`src/rtl/alu_rs.sv`:
```
`default_nettype none
// ============================================================================
//  Module   : alu_rs
//  Purpose  : ALU reservation station with a two-stage issue pipe (execute
//             register feeding the combinational ALU, result register toward
//             the CDB arbiter). Snoops the CDB for missing operands.
//  Revision : 1.0 - initial release
// ============================================================================
module alu_rs #(
  parameter int RS_DEPTH = 4,
  parameter int TAG_W    = 3
) (
  input  logic             clk,
  input  logic             reset,
  input  logic             flush,
  // dispatch side (aluop uses the 4-bit lc3b_aluop encoding)
  input  logic             issue_valid,
  output logic             issue_ready,
  input  logic [3:0]       issue_aluop,
  input  logic [TAG_W-1:0] issue_dest,
  input  logic [15:0]      issue_vj,
  input  logic [15:0]      issue_vk,
  input  logic [TAG_W-1:0] issue_qj,
  input  logic [TAG_W-1:0] issue_qk,
  input  logic             issue_rj,
  input  logic             issue_rk,
  // common data bus snoop
  input  logic             cdb_valid,
  input  logic [TAG_W-1:0] cdb_tag,
  input  logic [15:0]      cdb_data,
  // ALU interface
  output logic [3:0]       alu_aluop,
  output logic [15:0]      alu_a,
  output logic [15:0]      alu_b,
  input  logic [15:0]      alu_f,
  // result toward CDB arbiter
  output logic             res_valid,
  input  logic             res_ready,
  output logic [TAG_W-1:0] res_tag,
  output logic [15:0]      res_value
);

  localparam int IDX_W = (RS_DEPTH > 1) ? $clog2(RS_DEPTH) : 1;

  // Station entries
  logic [RS_DEPTH-1:0] busy_q, busy_d, rj_q, rj_d, rk_q, rk_d;
  logic [3:0]          aluop_q [RS_DEPTH];
  logic [3:0]          aluop_d [RS_DEPTH];
  logic [TAG_W-1:0]    dest_q  [RS_DEPTH];
  logic [TAG_W-1:0]    dest_d  [RS_DEPTH];
  logic [TAG_W-1:0]    qj_q    [RS_DEPTH];
  logic [TAG_W-1:0]    qj_d    [RS_DEPTH];
  logic [TAG_W-1:0]    qk_q    [RS_DEPTH];
  logic [TAG_W-1:0]    qk_d    [RS_DEPTH];
  logic [15:0]         vj_q    [RS_DEPTH];
  logic [15:0]         vj_d    [RS_DEPTH];
  logic [15:0]         vk_q    [RS_DEPTH];
  logic [15:0]         vk_d    [RS_DEPTH];

  // Execute and result stages
  logic             ex_valid_q, ex_valid_d;
  logic [3:0]       ex_aluop_q, ex_aluop_d;
  logic [15:0]      ex_a_q, ex_a_d, ex_b_q, ex_b_d;
  logic [TAG_W-1:0] ex_tag_q, ex_tag_d;
  logic             res_valid_q, res_valid_d;
  logic [TAG_W-1:0] res_tag_q, res_tag_d;
  logic [15:0]      res_value_q, res_value_d;

  logic [RS_DEPTH-1:0] w_rdy;
  logic                w_adv;
  logic                w_sel_found, w_free_found;
  logic [IDX_W-1:0]    w_sel_idx, w_free_idx;

  // Readiness uses registered bits only, so a CDB capture is eligible next cycle
  assign w_rdy       = busy_q & rj_q & rk_q;
  assign w_adv       = ~res_valid_q | res_ready;
  assign issue_ready = w_free_found;

  assign alu_aluop = ex_aluop_q;
  assign alu_a     = ex_a_q;
  assign alu_b     = ex_b_q;
  assign res_valid = res_valid_q;
  assign res_tag   = res_tag_q;
  assign res_value = res_value_q;

  // Priority encoders: lowest-index ready entry and lowest-index free entry
  always_comb begin
    w_sel_found  = 1'b0;
    w_sel_idx    = '0;
    w_free_found = 1'b0;
    w_free_idx   = '0;
    for (int i = RS_DEPTH - 1; i >= 0; i--) begin
      if (w_rdy[i]) begin
        w_sel_found = 1'b1;
        w_sel_idx   = IDX_W'(i);
      end
      if (!busy_q[i]) begin
        w_free_found = 1'b1;
        w_free_idx   = IDX_W'(i);
      end
    end
  end

  // Next state: flush wins; otherwise snoop, advance the pipe, then allocate
  always_comb begin
    busy_d = busy_q;  rj_d = rj_q;  rk_d = rk_q;
    aluop_d = aluop_q;  dest_d = dest_q;
    qj_d = qj_q;  qk_d = qk_q;  vj_d = vj_q;  vk_d = vk_q;
    ex_valid_d  = ex_valid_q;
    ex_aluop_d  = ex_aluop_q;
    ex_a_d      = ex_a_q;
    ex_b_d      = ex_b_q;
    ex_tag_d    = ex_tag_q;
    res_valid_d = res_valid_q;
    res_tag_d   = res_tag_q;
    res_value_d = res_value_q;

    if (flush) begin
      busy_d      = '0;
      ex_valid_d  = 1'b0;
      res_valid_d = 1'b0;
    end else begin
      for (int i = 0; i < RS_DEPTH; i++) begin
        if (busy_q[i] && cdb_valid) begin
          if (!rj_q[i] && qj_q[i] == cdb_tag) begin
            vj_d[i] = cdb_data;
            rj_d[i] = 1'b1;
          end
          if (!rk_q[i] && qk_q[i] == cdb_tag) begin
            vk_d[i] = cdb_data;
            rk_d[i] = 1'b1;
          end
        end
      end

      if (w_adv) begin
        res_valid_d = ex_valid_q;
        res_tag_d   = ex_tag_q;
        res_value_d = alu_f;
        ex_valid_d  = w_sel_found;
        if (w_sel_found) begin
          ex_aluop_d         = aluop_q[w_sel_idx];
          ex_a_d             = vj_q[w_sel_idx];
          ex_b_d             = vk_q[w_sel_idx];
          ex_tag_d           = dest_q[w_sel_idx];
          busy_d[w_sel_idx]  = 1'b0;
        end
      end

      // The chosen free entry is never busy, so it cannot collide with snoop/select
      if (issue_valid && w_free_found) begin
        busy_d[w_free_idx]  = 1'b1;
        aluop_d[w_free_idx] = issue_aluop;
        dest_d[w_free_idx]  = issue_dest;
        qj_d[w_free_idx]    = issue_qj;
        qk_d[w_free_idx]    = issue_qk;
        vj_d[w_free_idx]    = issue_vj;
        vk_d[w_free_idx]    = issue_vk;
        rj_d[w_free_idx]    = issue_rj;
        rk_d[w_free_idx]    = issue_rk;
        if (!issue_rj && cdb_valid && cdb_tag == issue_qj) begin
          vj_d[w_free_idx] = cdb_data;
          rj_d[w_free_idx] = 1'b1;
        end
        if (!issue_rk && cdb_valid && cdb_tag == issue_qk) begin
          vk_d[w_free_idx] = cdb_data;
          rk_d[w_free_idx] = 1'b1;
        end
      end
    end
  end

  // State registers; reset discards everything in flight immediately
  always_ff @(posedge clk or posedge reset) begin
    if (reset) begin
      busy_q <= '0;
      rj_q   <= '0;
      rk_q   <= '0;
      for (int i = 0; i < RS_DEPTH; i++) begin
        aluop_q[i] <= '0;
        dest_q[i]  <= '0;
        qj_q[i]    <= '0;
        qk_q[i]    <= '0;
        vj_q[i]    <= '0;
        vk_q[i]    <= '0;
      end
      ex_valid_q  <= 1'b0;
      ex_aluop_q  <= '0;
      ex_a_q      <= '0;
      ex_b_q      <= '0;
      ex_tag_q    <= '0;
      res_valid_q <= 1'b0;
      res_tag_q   <= '0;
      res_value_q <= '0;
    end else begin
      busy_q      <= busy_d;
      rj_q        <= rj_d;
      rk_q        <= rk_d;
      aluop_q     <= aluop_d;
      dest_q      <= dest_d;
      qj_q        <= qj_d;
      qk_q        <= qk_d;
      vj_q        <= vj_d;
      vk_q        <= vk_d;
      ex_valid_q  <= ex_valid_d;
      ex_aluop_q  <= ex_aluop_d;
      ex_a_q      <= ex_a_d;
      ex_b_q      <= ex_b_d;
      ex_tag_q    <= ex_tag_d;
      res_valid_q <= res_valid_d;
      res_tag_q   <= res_tag_d;
      res_value_q <= res_value_d;
    end
  end

endmodule
`default_nettype wire

```
`config.mk`:
```
export PLATFORM = sky130hd
export DESIGN_NAME = alu_rs
export DESIGN_NICKNAME = d
export VERILOG_FILES = /design/src/rtl/alu_rs.sv
export SDC_FILE = /design/constraint.sdc
export NUM_CORES = 1
export LEC_CHECK = 0
export BUFFER_PORTS_ARGS = -buffer_cell sky130_fd_sc_hd__buf_2
export CORE_ASPECT_RATIO = 0.5
export CORE_MARGIN = 3
export CORE_UTILIZATION = 35
export DETAILED_ROUTE_END_ITERATION = 10
export PLACE_DENSITY_LB_ADDON = 0.25
export SLEW_MARGIN = 20
export SYNTH_ARGS = -nofsm -noshare
export SYNTH_HDL_FRONTEND = slang
export SYNTH_SLANG_ARGS = --single-unit
```
`constraint.sdc`:
```
create_clock -name clk -period 20.7 [get_ports clk]
set_clock_uncertainty 0.2 [all_clocks]
set_input_delay 1.035 -clock clk [delete_from_list [all_inputs] [get_ports clk]]
set_output_delay 1.035 -clock clk [all_outputs]
set_load 0.01 [all_outputs]
```
# After elaboration in Yosys (flattened, before gate mapping)
# Cells that the tools add are included.
[op_classes]
magnitude_cmp = 7
reduce_logical = 34
n_bitwise = 12
mux = 113
eq_ne = 10
[op_table]
columns = ["cell", "count"]
rows = [
  ["16-bit two-way mux", 29],
  ["64-bit bitwise mux", 4],
  ["64-bit two-way mux", 4],
  ["16-bit binary-select mux with 2-bit select", 2],
  ["4-bit two-way mux", 12],
  ["1-bit two-way mux", 38],
  ["12-bit bitwise mux", 3],
  ["16-bit demux with 2-bit select", 1],
  ["3-bit == test", 10],
  ["1-bit logical AND", 20],
  ["16-bit bitwise mux", 1],
  ["2-bit two-way mux", 8],
  ["4-bit AND", 3],
  ["4-bit bitwise OR", 3],
  ["1-bit zero test", 10],
  ["3-bit two-way mux", 3],
  ["4-bit binary-select mux with 2-bit select", 1],
  ["4-bit bitwise mux", 2],
  ["4-bit demux with 2-bit select", 1],
  ["3-bit binary-select mux with 2-bit select", 1],
  ["3-bit demux with 2-bit select", 1],
  ["3-bit greater-or-equal comparator, second input constant", 2],
  ["2-bit by 3-bit < comparator with 1-bit output, second input constant", 2],
  ["2-bit inverter with 3-bit output", 2],
  ["9 further kinds", 13],
]
[word_totals]
in_bits = 88
word_cells = 211
reg_bits = 252
output_inout_bits = 57

# Longest topological paths before layout
# Gate-level depths: netlist of the first run.
[depth]
word_depth = 18
ltp_mapped = 8
mapped_depth_nobuf = 5

# Worst setup path before layout of the first run
# Ideal clock, no wire load.
[synth_timing]
path_type = "input port to flip-flop"
start = "in cdb_tag[1]"
end = "reg vk_q[0] (netlist name)"
setup_time_ns = 0.127
path_buffers = 2
cell_stages = 7
setup_slack_ns = 17.916
t_required_ns = 20.373
arrival_ns = 2.457
cell_sequence = "buf_4 -> xor2_1 -> nor4_4 -> a21oi_2 -> buf_2 -> a222oi_1 -> inv_1"
[synth_via]
elab_chain_len = 9
elab_cells_between_ends = 11
classes_between = "2 x eq/ne; 7 x mux; 2 x reduce/logical"
[synth_lines]
columns = ["item", "line", "source"]
rows = [
  ["start: declaration", "29", "input logic [TAG_W-1:0] cdb_tag,"],
  ["3-bit == test", "129", "if (!rk_q[i] && qk_q[i] == cdb_tag) begin"],
  ["1-bit logical AND", "129", ""],
  ["16-bit two-way mux", "129", ""],
  ["16-bit two-way mux", "124", "if (busy_q[i] && cdb_valid) begin"],
  ["16-bit two-way mux", "118", "if (flush) begin"],
  ["64-bit bitwise mux", "158", "vk_d[w_free_idx] = issue_vk;"],
  ["64-bit bitwise mux", "166", "vk_d[w_free_idx] = cdb_data;"],
  ["64-bit two-way mux", "165", "if (!issue_rk && cdb_valid && cdb_tag == issue_qk) begin"],
  ["64-bit two-way mux (*)", "151", "if (issue_valid && w_free_found) begin"],
  ["end signal: assignment", "204", "vk_q <= vk_d;"],
  ["end: declaration", "57", "logic [15:0] vk_q [RS_DEPTH];"],
]
# Mark *: on every way between the ends. The rest lies on a longest branch, timed or not. The select of a mux whose other input is x is not followed.
# A chain may end at the register's enable or synchronous reset.

==> results of run 1 <==
[power by group]
| group | leakage, nW | internal [mW] | switching, mW |
|---|---|---|---|
| Clock | 0.402 | 0.256 | 0.204 |
| Combinational | 3.12 | 0.128 | 0.145 |
| Sequential | 3.20 | 0.602 | 0.0638 |
[metrics by stage]
| stage | total power [mW] | util (%) |
|---|---|---|
| 2_1_floorplan | 0.834 | - |
| 3_3_place_gp | 0.939 | 39.0 |
| 3_5_place_dp | 0.948 | 39.0 |
| 4_1_cts | 1.41 | 41.4 |
| 5_1_grt | 1.46 | 41.4 |
| 6_report | 1.40 | 41.4 |
[metal layers]
layer  up-vias  part of all wire, %  GRT usage, %
li1       4400                    -             -
met1      5111                   43          29.5
met2       478                   47          34.9
met3        72                  7.6          3.77
met4         2                  2.4          5.23
met5         -                0.018             0
[cells in the final DEF (no fill, tap or decap), types with 32 or more instances in the layout]
cell | synthesis | routed
a221o_1 | 48 | 48
buf_2 | 20 | 144
dfrtp_1 | 252 | 252
mux2_2 | 32 | 32
mux2i_1 | 32 | 32
nand2_1 | 243 | 243
nand4_1 | 43 | 43
nor2_1 | 45 | 42
o21a_1 | 39 | 39
o221ai_1 | 72 | 72
[layout make-up]
class	instances	share of cell area, %
sequential	252	45.7
multi-input combinational	785	37.6
clock inverter	9	0.363
inverter	18	0.544
tap	441	4.00
timing repair buffer	164	6.31
clock buffer	37	5.53
[kinds of logic after synthesis]
family | Yosys count
mux | 64
xor+xnor | 30
simple gates | 410
buf+inv | 114
compound gates | 281
flops | 252
[worst register-to-register path, cell delays in order (launching register included)]
cell	delay, ns
dfrtp_1	0.57
nand2_1	0.22
nor4_4	0.92
buf_4	0.44
and2_0	0.99
a222oi_1	0.29
inv_1	0.12
[worst paths after layout]
check                                to  slack (ns)  cells past startpoint
max                            vk_q[15]       16.67                      6
min                         aluop_q[14]        0.28                      2
max reg2reg                    vk_q[15]       16.89                      6
min reg2reg                 aluop_q[14]        0.28                      2
max in group asynchronous  res_value[1]       18.33                      3
min in group asynchronous      alu_b[8]        0.39                      2
[registers in the layout, summed over array words and instances (netlist names), 4 cells and up]
signal	flops
qk_q	12
dest_q	12
rj_q	4
alu_b	16
alu_aluop	4
alu_a	16
vj_q	64
res_value	16
busy_q	4
qj_q	12
rk_q	4
vk_q	64
aluop_q	16
[cells in the mapped netlist, types with 3 or more instances]
cell,n
nand2_1,243
xnor2_1,26
and2_1,3
o21ai_0,7
o22ai_1,31
nand3_1,7
mux2i_1,32
buf_4,6
a21oi_1,23
buf_2,20
clkbuf_1,66
o221ai_1,72
and3_1,19
a221o_1,48
nor4_4,3
o31a_1,3
dfrtp_1,252
xor2_1,4
a21o_1,31
nand2b_1,18
nor3_1,5
mux2_2,32
o21a_1,39
or3_1,7
inv_1,18
nor2_1,45
nand4_1,43
nor2b_1,6
a222oi_1,16
==> impl_metrics.ini, run 1 <==
[logic_synthesis]
synth_cell_types = 50
syn_avg_cell_area_um2 = 10.4
yosys-top-cells-area = dfrtp_1, nand2_1, o221ai_1
synth_xor_xnor_area_share_pct = 2.20
synth_top_area_share_pct = 52.9
synth_flop_cell = dfrtp_1
synthMuxAreaShare_pct = 5.70
synth_nets = 1239
ys_seq_area_share_pct = 52.9
yosysWarnings = 0
synth_compound_area_share_pct = 19.0
synthCells = 1151
synthSimpleGateAreaFrac_pct = 16.1
synth_fa_ha_area_share_pct = 0
synth_top_family_by_area = compound AO/OA/AOI/OAI gates
synth_area_um2 = 11900
synth-async-reset-ratio_pct = 100
synth_top_area_cell = dfrtp_1
ys_seq_elements = 252
synth_edf_count = 0

[cts]
cts_tree = built
clockBufferDepth = 3
cts_resized = 0
cts_inserted_buffers = 26
root_buffer = clkbuf_16
worstSkewPairLatency_ns = 0.55
cts_max_level = 1
cts.sinks = 252
post_cts_buffers = 0
clkTransAtPathRegs_ns = 0.06
hold_buffers = 0

[die]
pin_count = 145
coreArea_um2 = 33300
design.die.area_um2 = 36500
fp.dieW_um = 267
num_rows = 47
start_util_pct = 35.8
die_y_um = 137

[global_routing]
grt_pass1_vias = 9961
grt_usage_pct = 21.3
grt_pass1_wl_um = 60100
antenna_found_initial = 1
grt_overflow = 0
grt_max_degree = 117

[power_and_ir_drop]
power.density_nw_per_um2 = 101
ir_worst_vdd_uv = 56.0
p_leak_nw = 6.72

[worst_setup_path]
path_max_fanout = 37
cp-end-kind = flip-flop
worst-path-buf-inv = 3
crit_family = simple AND/OR/NAND/NOR gates
crit_start = flush
r2r-start = busy_q[0]
worstPathArrival_ns = 4.30
crit_slowest_cell = nor4_4
start_kind = input pin
worstSetupPathType = in2reg
worstPathCellList = buf_2 > nor4_4 > buf_4 > and2_0 > a222oi_1 > inv_1
worst_ep_required_time_ns = 20.97
cpPeakStageDelay_ns = 1.04

[drt]
ant_nets = 0
viasPerCell = 5.90
num_vias = 10100
dr.first_iter.drc_count = 1290
dr.pass1.iters = 8
drc = 0
wl_um = 40000
wl_per_cell_um = 23.4

[timing]
rsz0062_at_grt = false
setup_slack_ns = 16.67
finalSetupViolCount = 0
worst_pin_slew_ns = 1.21
relSlewSlack_pct = 19.3
hold_viol = 0
finalMaxSlewViolations = 0
period_minus_slack_ns = 4.03
setup_tns_ns = 0
max_freq_mhz = 248
period_share_pct = 19.5
hold_slack_ns = 0.278

[cells_and_area]
area_growth_pct = 15.7
diodes = 0
finalNetCount = 1335
final-seq-area_um2 = 6310
stdcell_area_um2 = 13800
multiInputGateArea_um2 = 5180
layout-drive-gt1-share_pct = 20.5
fill_cells = 3188
fin_cells = 1706

[place]
place_area_um2 = 13000
place_inst = 1660
place_congestion = 0.816
port_buffers = 144
dpl.hpwl_um = 24200
place_ws_ns = 16.18

[run]
drv_cap = 0

[status]
status = completed

[hold_path]
min_path_type = reg2reg
hp-start = aluop_q[14]
Power figures use the tool's default switching activity.
==> run 2: changes to the inputs <==
==> constraint.sdc (replaced) <==
create_clock -name clk -period 4.08 [get_ports clk]
set_clock_uncertainty 0.2 [all_clocks]
set_input_delay 0.204 -clock clk [delete_from_list [all_inputs] [get_ports clk]]
set_output_delay 0.204 -clock clk [all_outputs]
set_load 0.01 [all_outputs]
==> impl_metrics.ini, run 2 (synthesis results as in run 1) <==
[status]
status = completed

[cells_and_area]
layout-drive-gt1-share_pct = 18.9
final_util_pct = 44.7
finalNetCount = 1446
layout_commonest_cell = dfrtp_1
final_cell_mix = dfrtp_1, nand2_1, buf_2, dlygate4sd3_1, o221ai_1
reg_top3 = vj_q (64), vk_q (64)
diodes = 0
stdcell_area_um2 = 14900
fill_cells = 3102
fin_cells = 1816
area_growth_pct = 25.0

[drt]
dr.first_iter.drc_count = 1133
num_vias = 10600
ant_nets = 0
dr.pass1.iters = 8
drc = 0
wl_per_cell_um = 22.2
wl_um = 40400
viasPerCell = 5.81

[worst_setup_path]
worstPathArrival_ns = 3.63
cpPeakStageDelay_ns = 0.87
worst_ep_required_time_ns = 4.36
start_kind = flip-flop
worstSetupPathType = reg2reg
cp-end-kind = flip-flop
path_max_fanout = 16
crit_slowest_cell = or4_1
worstPathCellList = nand2_1 > or4_1 > o2bb2ai_4 > a222oi_1 > dlygate4sd3_1 > inv_1

[timing]
setup_tns_ns = 0
worst_pin_slew_ns = 1.09
finalMaxSlewViolations = 0
rsz0062_at_grt = false
finalSetupViolCount = 0
hold_viol = 0
period_minus_slack_ns = 3.35
setup_slack_ns = 0.727
max_freq_mhz = 298
period_share_pct = 82.2
relSlewSlack_pct = 27.1

[power_and_ir_drop]
power.switching_mw = 2.09
pwr-share-comb_pct = 20.4
power.density_nw_per_um2 = 484
p_leak_nw = 7.15
p_seq_share_pct = 46.8
ir_worst_vdd_uv = 232
power_frac_clock_pct = 32.8
sw_frac_of_total_pct = 28.9
intPower_mw = 5.13

[cts]
cts_tree = built
cts.sinks = 252
cts_max_level = 1
worstSkewPairLatency_ns = 0.55
clockBufferDepth = 3
cts_inserted_buffers = 26
root_buffer = clkbuf_16
post_cts_buffers = 0
clkTransAtPathRegs_ns = 0.06

[global_routing]
antenna_found_initial = 0
grt_usage_pct = 22.1
grt_pass1_wl_um = 63000
grt_max_degree = 178
grt_pass1_vias = 10800
grt_overflow = 0

[place]
place_ws_ns = 1.30
place_inst = 1666
place_congestion = 0.806
dpl.hpwl_um = 24600
port_buffers = 144
place_area_um2 = 13000

[die]
num_rows = 47
design.die.area_um2 = 36500
fp.dieW_um = 267
die_y_um = 137
start_util_pct = 35.8
coreArea_um2 = 33300
pin_count = 145

[run]
drv_cap = 0

[hold_path]
min_path_type = in2reg
[run 2: changes by cell type in the layout (fill, tap and decap cells not counted), sizes merged]
cell	delta
bufinv	+1
clkinv	-4
inv	-1
dlygate4sd3	+105
clkbuf	+3
buf	+6
[run 2: power groups by stage]
stage	logic [mW]	clock network (mW)	registers (mW)
6_report	1.48	2.37	3.38
5_1_grt	1.63	2.52	3.45
4_1_cts	1.49	2.40	3.38
3_5_place_dp	1.41	0	3.42
3_3_place_gp	1.37	0	3.40
2_1_floorplan	0.782	0	3.45
[run 2: final cells by class]
| cell class | count | area, µm² | share of cell area, % |
|---|---|---|---|
| Tap cell | 441 | 552 | 3.70 |
| Multi-Input combinational cell | 785 | 5180 | 34.7 |
| Clock inverter | 5 | 52.6 | 0.352 |
| Clock buffer | 40 | 774 | 5.19 |
| Inverter | 18 | 71.3 | 0.478 |
| Sequential cell | 252 | 6310 | 42.3 |
| Timing Repair Buffer | 275 | 1980 | 13.3 |
[run 2: metal layers]
metal / part of all wire, % / global-route usage, % / wire [µm]
met5: 0 / 0 / 0
met3: 7.1 / 3.41 / 2850
met4: 3.7 / 8.60 / 1500
met1: 43 / 30.3 / 17200
met2: 47 / 35.6 / 18800
[run 2: what timing repair did]
action / in CTS / in global routing
hold endpoints to repair: 461 / 0
hold buffers: 105 / 0
resized for setup: 0 / 0
setup endpoints to repair: 0 / 0
[run 2: path summary, 6_finish.rpt]
check	start	to	slack, ns	depth (start not counted)
setup / recovery	busy_q[0]	vk_q[13]	0.73	6
hold / removal	cdb_valid	rk_q[3]	0.07	5
setup reg to reg	busy_q[0]	vk_q[13]	0.73	6
hold reg to reg	dest_q[2]	dest_q[2]	0.27	2
max in group asynchronous	reset	qj_q[11]	2.63	4
min in group asynchronous	reset	vk_q[51]	0.27	4
[run 2: per-stage QoR]
stage / total power [mW] / hold slack [ns]
after detailed placement: 4.82 / 0.243
after CTS: 7.27 / 0.0463
final: 7.22 / 0.0702
after floorplan: 4.23 / 0.109
after global routing: 7.60 / 0.0651
after global placement: 4.77 / 0.237
[run 2: critical path: cells and delay by family, from the launching register on]
kind,cells,cell delay [ns]
and+or+nand+nor,2,1.08
AOI/OAI and AO/OA,2,0.78
buffers and inverters,2,0.69
DFF,1,0.53
==> run 3: changes to the inputs <==
--- a/config.mk
+++ b/config.mk
@@ -5,6 +5,7 @@
 export SDC_FILE = /design/constraint.sdc
 export NUM_CORES = 1
 export LEC_CHECK = 0
+export ABC_AREA = 1
 export BUFFER_PORTS_ARGS = -buffer_cell sky130_fd_sc_hd__buf_2
 export CORE_ASPECT_RATIO = 0.5
 export CORE_MARGIN = 3
==> constraint.sdc (replaced) <==
create_clock -name clk -period 2.8 [get_ports clk]
set_clock_uncertainty 0.2 [all_clocks]
set_input_delay 0.14 -clock clk [delete_from_list [all_inputs] [get_ports clk]]
set_output_delay 0.14 -clock clk [all_outputs]
set_load 0.01 [all_outputs]
==> impl_metrics.ini, run 3 <==
[status]
status = completed

[power_and_ir_drop]
intPower_mw = 8.35
pwr-share-comb_pct = 33.0
finalPower_mw = 13.7
ir_worst_vdd_uv = 372
p_seq_share_pct = 38.7
p_leak_nw = 11.3
power.switching_mw = 5.40
power_frac_clock_pct = 28.4
sw_frac_of_total_pct = 39.3
power.density_nw_per_um2 = 655

[cells_and_area]
final-seq-area_um2 = 6310
final_util_pct = 43.0
final_cell_mix = nand2_1, nand3_1, nor2_1, dfrtp_1, inv_1
reg_top3 = vj_q (64), vk_q (64)
layout_commonest_cell = nand2_1
area_growth_pct = 20.8
finalNetCount = 3097
fill_cells = 5276
multiInputGateArea_um2 = 9340
layout-drive-gt1-share_pct = 11.2
diodes = 0

[logic_synthesis]
synth_edf_count = 0
synth_flop_cell = dfrtp_1
synth_fa_ha_area_share_pct = 0
synth_common_cells = nand2_1, nor2_1, nand3_1
yosysWarnings = 0
synth_compound_area_share_pct = 5.39
synthSimpleGateAreaFrac_pct = 47.2
ys_seq_elements = 252
synthMuxAreaShare_pct = 0
synth_xor_xnor_area_share_pct = 0.720
synth.most_common_cell = nand2_1
synthCells = 2832
synth-async-reset-ratio_pct = 100
ys_seq_area_share_pct = 36.3
synth_top_family_by_area = simple AND/OR/NAND/NOR gates
synth_top_area_share_pct = 36.3
synth_area_um2 = 17400
yosys-top-cells-area = dfrtp_1, nand2_1, nand3_1
synth_cell_types = 31
syn_avg_cell_area_um2 = 6.14
synth_top_area_cell = dfrtp_1
synth_nets = 2920

[timing]
period_share_pct = 94.6
hold_viol = 0
setup_slack_ns = 0.150
finalSetupViolCount = 0
relSlewSlack_pct = 45.2
max_freq_mhz = 377
worst_pin_slew_ns = 0.822
setup_tns_ns = 0
rsz0062_at_grt = false
period_minus_slack_ns = 2.65
finalMaxSlewViolations = 0

[global_routing]
antenna_found_initial = 2
grt_max_degree = 76
grt_pass1_vias = 18700
grt_usage_pct = 28.8
grt_pass1_wl_um = 116000
grt_overflow = 0

[die]
num_rows = 57
die_y_um = 164
coreArea_um2 = 48800
start_util_pct = 35.6
pin_count = 145
fp.dieW_um = 321
design.die.area_um2 = 52500

[hold_path]
hp-start = cdb_tag[0]
min_path_type = in2reg
whs_path_depth = 8
hold_end = rk_q[2]

[drt]
num_vias = 20000
ant_nets = 0
met1_length_um = 33100
met3WireLength_um = 8030
drc = 0
routed.top_layer = met5
met2WireLength_um = 33100
wl_per_cell_um = 21.0
wl_um = 77100
dr.first_iter.drc_count = 2267
viasPerCell = 5.43
dr.pass1.iters = 6

[run]
drv_cap = 0

[place]
place_ws_ns = 0.438
place_congestion = 0.949
port_buffers = 144
dpl.hpwl_um = 53700

[worst_setup_path]
worstPathArrival_ns = 2.91
path_max_fanout = 22
r2r-end = vj_q[59]
cp-end-kind = flip-flop
r2r-start = busy_q[0]
rr_worst_depth = 12
worst_ep_required_time_ns = 3.06
worstSetupPathType = reg2reg
rrSetupSlack_ns = 0.15
cp_common_cell = nand2_1
worstPathCellList = nand2_2 > inv_2 > nand2_1 > inv_2 > a21oi_4 > nand2_1 > buf_6 > nand3_1 > nand2_1 > nand2_1 > nand2_1 > dlygate4sd3_1
crit_slowest_cell = dlygate4sd3_1
start_kind = flip-flop
cpPeakStageDelay_ns = 0.55

[cts]
cts.sinks = 252
worstSkewPairLatency_ns = 0.60
clkTransAtPathRegs_ns = 0.07
cts_max_level = 1
cts_inserted_buffers = 28
clockBufferDepth = 3
cts_tree = built
root_buffer = clkbuf_16
==> run 3: changes by cell type in the layout (fill, tap and decap cells not counted), sizes merged, moves of 35 or more <==
cell    change
o221ai     -72
nor2      +268
buf        +70
a21oi      +36
nand3b     +35
nand2     +891
a221o      -48
nand3     +296
o21ai     +116
inv       +229
o21a       -39
nand4      +88
==> run 3: kinds of logic (layout without fill, tap and decap cells) <==
logic type / count (synthesis) / after routing
flops: 252 / 252
compound gates: 185 / 185
buf+inv: 449 / 646
xor+xnor: 10 / 10
simple gates: 1936 / 1936
==> run 3: power by group through the flow <==
stage / combinational (mW) / sequential, mW / clock, mW
floorplan: 2.66 / 5.26 / 0
CTS: 4.46 / 5.29 / 3.95
global route: 5.05 / 5.42 / 4.11
global placement: 4.26 / 5.33 / 0
detailed placement: 4.31 / 5.34 / 0
finish: 4.53 / 5.32 / 3.90
==> run 3: worst max-delay path: cells and delay by family (launching register included) <==
kind                   cells  cell delay (ns)
and+or+nand+nor            7             0.66
AOI/OAI and AO/OA          1             0.27
buffers and inverters      4             0.94
DFF                        1             0.47
==> run 3: metrics by stage <==
step | instance area [µm²] | hold WS, ns | std cells
floorplan | 17400 | 0.0567 | 2832
global route | 21000 | 0.0927 | 3678
CTS | 20900 | 0.0497 | 3675
detailed placement | 19000 | -0.0285 | 3520
finish | 21000 | 0.0910 | 3678
global placement | 18900 | -0.0271 | 3520
==> run 3: routing by layer <==
metal,track usage [%],up-vias
li1,-,9280
met1,40.4,9499
met2,44.7,1041
met3,5.71,164
met4,9.53,4
met5,0,-
==> run 3: worst max path at each step <==
stage / cells after the start / slack [ns] / endpoint / from
floorplan: 1 / -0.86 / alu_a[0] / reset
global placement: 6 / 0.35 / vj_q[11] / qj_q[1]
detailed placement: 10 / 0.44 / vk_q[45] / busy_q[0]
CTS: 11 / 0.02 / vj_q[63] / busy_q[0]
global route: 12 / 0.02 / vj_q[59] / busy_q[0]
finish: 12 / 0.15 / vj_q[59] / busy_q[0]
==> run 3: cell type report <==
cell class / instances / area share [%]
tap: 649 / 3.87
multi-input combinational: 2131 / 44.5
clock inverter: 10 / 0.429
inverter: 251 / 4.55
sequential: 252 / 30.1
timing repair buffer: 345 / 12.6
clock buffer: 40 / 3.99
==> run 3: timing repair <==
item / 4_1_cts / 5_1_grt
endpoints found under the hold margin: 386 / 0
hold buffers: 105 / 0
buffers inserted: 0 / 3
gates resized for setup: 0 / 9
endpoints found under the setup margin: 0 / 17
